## src/rtl/demux_1x4_16_buf_pkg.sv

```systemverilog
// Shared constants and slot state encoding for the buffered 1-to-4 demux.
// Optional build macro used by the top: DEMUX_AUTOSEL_EN (round-robin channel select).
package demux_1x4_16_buf_pkg;

    localparam int NCH   = 4;
    localparam int SEL_W = 2;

    localparam logic [SEL_W-1:0] CH0 = 2'd0;
    localparam logic [SEL_W-1:0] CH1 = 2'd1;
    localparam logic [SEL_W-1:0] CH2 = 2'd2;
    localparam logic [SEL_W-1:0] CH3 = 2'd3;

    typedef enum logic {
        ST_EMPTY = 1'b0,
        ST_FULL  = 1'b1
    } slot_state_t;

endpackage

```

## src/rtl/demux_1x4_16_buf_slot.sv

```systemverilog
// One-entry output buffer: holds one word until its consumer takes it.
// Latency: word loaded at edge n is visible after edge n.
// Backpressure: drain and load in the same edge keeps the slot full (full throughput).
module demux_1x4_16_buf_slot
    import demux_1x4_16_buf_pkg::*;
#(
    parameter int WIDTH = 16
) (
    input  logic             clk,
    input  logic             rst,
    input  logic             load,
    input  logic [WIDTH-1:0] load_dat,
    input  logic             out_rdy,
    output logic [WIDTH-1:0] dat,
    output logic             vld
);

    slot_state_t state;
    slot_state_t state_nxt;

    always_ff @(posedge clk or posedge rst) begin
        if (rst) begin
            state <= ST_EMPTY;
        end else begin
            state <= state_nxt;
        end
    end

    always_comb begin
        state_nxt = state;
        case (state)
            ST_EMPTY: if (load) state_nxt = ST_FULL;
            ST_FULL:  if (out_rdy && !load) state_nxt = ST_EMPTY;
            default:  state_nxt = ST_EMPTY;
        endcase
    end

    // Data is kept after a drain; only a load overwrites it.
    always_ff @(posedge clk or posedge rst) begin
        if (rst) begin
            dat <= '0;
        end else if (load) begin
            dat <= load_dat;
        end
    end

    assign vld = (state == ST_FULL);

endmodule

```

## src/rtl/demux_1x4_16_buf.sv

```systemverilog
// Buffered 1-to-4 demux: steers each accepted word into one of four one-entry buffers.
// Latency: one edge from accept to o<sel>/out_valid[sel]; DEMUX_AUTOSEL_EN adds round-robin select.
// Backpressure: in_ready drops only when the selected buffer is full and not being drained.
module demux_1x4_16_buf
    import demux_1x4_16_buf_pkg::*;
#(
    parameter int WIDTH = 16,
    parameter int CNT_W = 8
) (
    input  logic             clk,
    input  logic             rst,
    input  logic [WIDTH-1:0] i,
    input  logic [SEL_W-1:0] s,
    input  logic             auto_mode,
    input  logic             in_valid,
    output logic             in_ready,
    output logic [WIDTH-1:0] o0,
    output logic [WIDTH-1:0] o1,
    output logic [WIDTH-1:0] o2,
    output logic [WIDTH-1:0] o3,
    output logic [NCH-1:0]   out_valid,
    input  logic [NCH-1:0]   out_ready,
    output logic [CNT_W-1:0] acc_cnt
);

    logic [SEL_W-1:0] sel;
    logic             accept;
    logic [WIDTH-1:0] slot_dat [NCH];

`ifdef DEMUX_AUTOSEL_EN
    logic [SEL_W-1:0] rr_ptr;

    always_ff @(posedge clk or posedge rst) begin
        if (rst) begin
            rr_ptr <= CH0;
        end else if (accept && auto_mode) begin
            rr_ptr <= rr_ptr + SEL_W'(1);
        end
    end

    assign sel = auto_mode ? rr_ptr : s;
`else
    logic unused_auto_mode;
    assign unused_auto_mode = auto_mode;
    assign sel = s;
`endif

    assign in_ready = !rst && (!out_valid[sel] || out_ready[sel]);
    assign accept   = in_valid && in_ready;

    for (genvar k = 0; k < NCH; k++) begin : g_slot
        demux_1x4_16_buf_slot #(
            .WIDTH (WIDTH)
        ) u_slot (
            .clk      (clk),
            .rst      (rst),
            .load     (accept && (sel == SEL_W'(k))),
            .load_dat (i),
            .out_rdy  (out_ready[k]),
            .dat      (slot_dat[k]),
            .vld      (out_valid[k])
        );
    end

    assign o0 = slot_dat[CH0];
    assign o1 = slot_dat[CH1];
    assign o2 = slot_dat[CH2];
    assign o3 = slot_dat[CH3];

    always_ff @(posedge clk or posedge rst) begin
        if (rst) begin
            acc_cnt <= '0;
        end else if (accept) begin
            acc_cnt <= acc_cnt + CNT_W'(1);
        end
    end

endmodule
```

## config.mk

```make
export PLATFORM = sky130hd
export DESIGN_NAME = demux_1x4_16_buf
export DESIGN_NICKNAME = d
export VERILOG_FILES = /design/src/rtl/demux_1x4_16_buf_pkg.sv /design/src/rtl/demux_1x4_16_buf_slot.sv /design/src/rtl/demux_1x4_16_buf.sv
export SDC_FILE = /design/constraint.sdc
export NUM_CORES = 1
export LEC_CHECK = 0
export ABC_CLOCK_PERIOD_IN_PS = 5100
export CAP_MARGIN = 40
export CORE_MARGIN = 1
export CORE_UTILIZATION = 33
export CTS_BUF_LIST = sky130_fd_sc_hd__clkbuf_8
export CTS_CLUSTER_SIZE = 10
export DETAILED_ROUTE_END_ITERATION = 16
export SYNTH_ARGS = -nofsm -noshare
export SYNTH_HDL_FRONTEND = slang
export SYNTH_SLANG_ARGS = --single-unit
```

## constraint.sdc

```tcl
create_clock -name clk -period 5.1 [get_ports clk]
set_input_delay 0.51 -clock clk [delete_from_list [all_inputs] [get_ports clk]]
set_output_delay 0.51 -clock clk [all_outputs]
set_load 0.01 [all_outputs]
```

==> results.ini <==
[synth]
synth.distinct_cells = 25
synthFlopType = dfrtp_1
syn-num-nets = 219
synth_top_area_share_pct = 63.4
synth_adder_area_share_pct = 0.417
synth_area_um2 = 3000
yosysWarnings = 0
yosysSeqAreaShare_pct = 63.4
async_reset_ff_share_pct = 100
synth_top_area_cell = dfrtp_1
synth.area.top_cells = dfrtp_1 63%, mux2_2 23%, xor2_1 2.0%
synth_compound_area_share_pct = 0
synthMuxAreaShare_pct = 25.2
synth-seq-cells = 76
yosys.area_share.simple_pct = 6.68
synthCells = 192
synth_edf_count = 0
synth.avg_cell_area_um2 = 15.6
synth_top_family_by_area = multiplexers
synthXorXnorAreaFrac_pct = 2.05

[timing]
grt_setup_unrepaired = false
fin_crit_ns = 3.00
relSlewSlack_pct = 53.6
fin_tns_setup_ns = 0
finalHoldViolCount = 0
tightest_slew_ns = 0.691
setup_viol_count_final = 0
slew_viol_final = 0
finClkSkew_ns = 0.0101
max_freq_mhz = 333
fin_crit_sh_pct = 58.8

[clocking]
cts_sinks = 76
clk_pin_slew_worst_paths_ns = 0.08
cts_tree = yes
h-tree-depth = 3
post_cts_buffers = 0
cts_buffer_depth = 2
clk_latency_ns = 0.34
cts_buffers = 9
clockRootBuffer = clkbuf_8
cts_resized = 0
cts_hold_buf = 0

[placement]
hpwl_um = 4630
gp_congestion = 0.784
port_buffers = 101
place_inst = 398
dpl-instance-area_um2 = 4150

[floorplan]
fp.dieH_um = 97.3
ios = 103
core_area_um2 = 8760
start_util_pct = 34.2
num_rows = 34
die_w_um = 97.3
die_area_um2 = 9470

[global_route]
grt_max_degree = 55
track_usage_pct = 14.9
grt_pass1_vias = 2085
grt_pass1_wl_um = 11000
antenna_found_initial = 0
overflow = 0

[worst_setup_path]
crit_buf_inv = 2
path_delay_family = buffers and inverters
worstPathArrival_ns = 2.49
cpPeakStageDelay_ns = 0.66
worst_setup_path_start_kind = input pin
endpoint_kind = primary output
setup.worst_path.class = in2out
worstPathMaxFanout = 8
cpMostUsedCell = clkdlybuf4s50_1
crit_chain = clkdlybuf4s50_1 > mux4_2 > nor2_1 > clkdlybuf4s50_1
crit_path_top_delay_cell = clkdlybuf4s50_1
critPathRequiredTime_ns = 4.59

[flow_run]
drv_cap = 0

[routing]
drc = 0
dr.pass1.iters = 2
viasPerCell = 4.65
drt_iter0_markers = 28
wirelength_um = 6670
wl_per_cell_um = 16.1
vias = 1927
postRouteAntennaNets = 0

[final_layout]
nFillCells = 801
n_antenna_cell = 0
regArea_um2 = 1900
drive_above_1_share_pct = 29.1
area_delta_synth_final_pct = 45.3
nets = 328
final_core_util_pct = 49.7
multiInputGateArea_um2 = 1030
final_area_um2 = 4360
fin_cells = 414

[power]
powerDensity_nw_per_um2 = 426
p_leak_nw = 1.86
vdd_drop_max_uv = 198

[status]
status = completed

[worst_hold_path]
min_path_type = reg2reg

cell type report:
type / count / area share (%)
well taps: 108 / 3.10
clock inverters: 6 / 1.47
inverters: 1 / 0.115
multi-input cells: 106 / 23.6
flip-flops and latches: 76 / 43.7
repair buffers: 107 / 24.9
clock buffers: 10 / 3.16
final timing paths:
path | end | slack, ns | startpoint | cells past startpoint
max | in_ready | 2.10 | s[0] | 4
max reg2reg | g_slot[0].u_slot.dat[1]$_DFFE_PP0P_ | 3.23 | g_slot[0].u_slot.vld$_DFF_PP0_ | 4
min reg2reg | acc_cnt[7]$_DFFE_PP0P_ | 0.48 | acc_cnt[7]$_DFFE_PP0P_ | 1
max in group asynchronous | g_slot[0].u_slot.dat[4]$_DFFE_PP0P_ | 3.90 | rst | 4
min | acc_cnt[7]$_DFFE_PP0P_ | 0.48 | acc_cnt[7]$_DFFE_PP0P_ | 1
min in group asynchronous | acc_cnt[5]$_DFFE_PP0P_ | 0.62 | rst | 3
per-stage QoR:
stage / hold WS, ns / setup WS, ns / power, W
floorplan: 0.480 / 1.27 / 0.00106
global route: 0.510 / 2.02 / 0.00196
finish: 0.483 / 2.10 / 0.00186
detailed placement: 0.466 / 2.07 / 0.00141
global placement: 0.459 / 2.11 / 0.00140
CTS: 0.481 / 2.07 / 0.00188
kinds of logic (layout without fill, tap and decap cells):
family	Yosys count	after routing
AND/OR/NAND/NOR	32	32
multiplexers	66	66
adder cells (fa/ha/maj)	1	1
buffers and inverters	10	124
XOR/XNOR	7	7
flip-flops	76	76
report_power, final:
part | switching [W] | internal, W | total, W
Clock | 0.000224 | 0.000238 | 0.000462
Sequential | 0.0000907 | 0.000742 | 0.000833
Combinational | 0.000201 | 0.000359 | 0.000560
sequential cells by signal, summed over array words and instances (netlist names):
| name | count |
|---|---|
| g_slot.u_slot.vld | 4 |
| acc_cnt | 8 |
| g_slot.u_slot.dat | 64 |
layout by cell type, fill, tap and decap left out, types with 2 or more instances in the layout:
cell type / synthesis / routed
buf_4: 5 / 4
nand2_1: 8 / 8
clkinv_2: 0 / 3
mux2_1: 4 / 4
clkinvlp_4: 0 / 2
clkbuf_8: 0 / 10
or2_2: 2 / 2
clkdlybuf4s50_1: 0 / 101
xor2_1: 7 / 7
nor2b_1: 4 / 4
nor2_1: 3 / 3
nor3_1: 2 / 2
nor4_1: 2 / 2
mux2_2: 61 / 61
nand3_1: 2 / 2
nand2b_1: 2 / 2
dfrtp_1: 76 / 76
routing by layer:
metal | track usage, % | share of wire (%) | vias up
li1 | - | - | 889
met1 | 18.1 | 44 | 968
met2 | 24.3 | 48 | 64
met3 | 6.33 | 7.2 | 6
met4 | 4.07 | 0.99 | 0
met5 | 0 | 0 | -
Yosys cell counts, drive strengths merged (2+ instances only):
cell type,instances
nor2,3
or2,2
nand2,8
dfrtp,76
mux2,65
nor3,3
xor2,7
nand2b,2
nor2b,4
nor4,3
nand3,2
buf,9
Power figures use the tool's default switching activity.
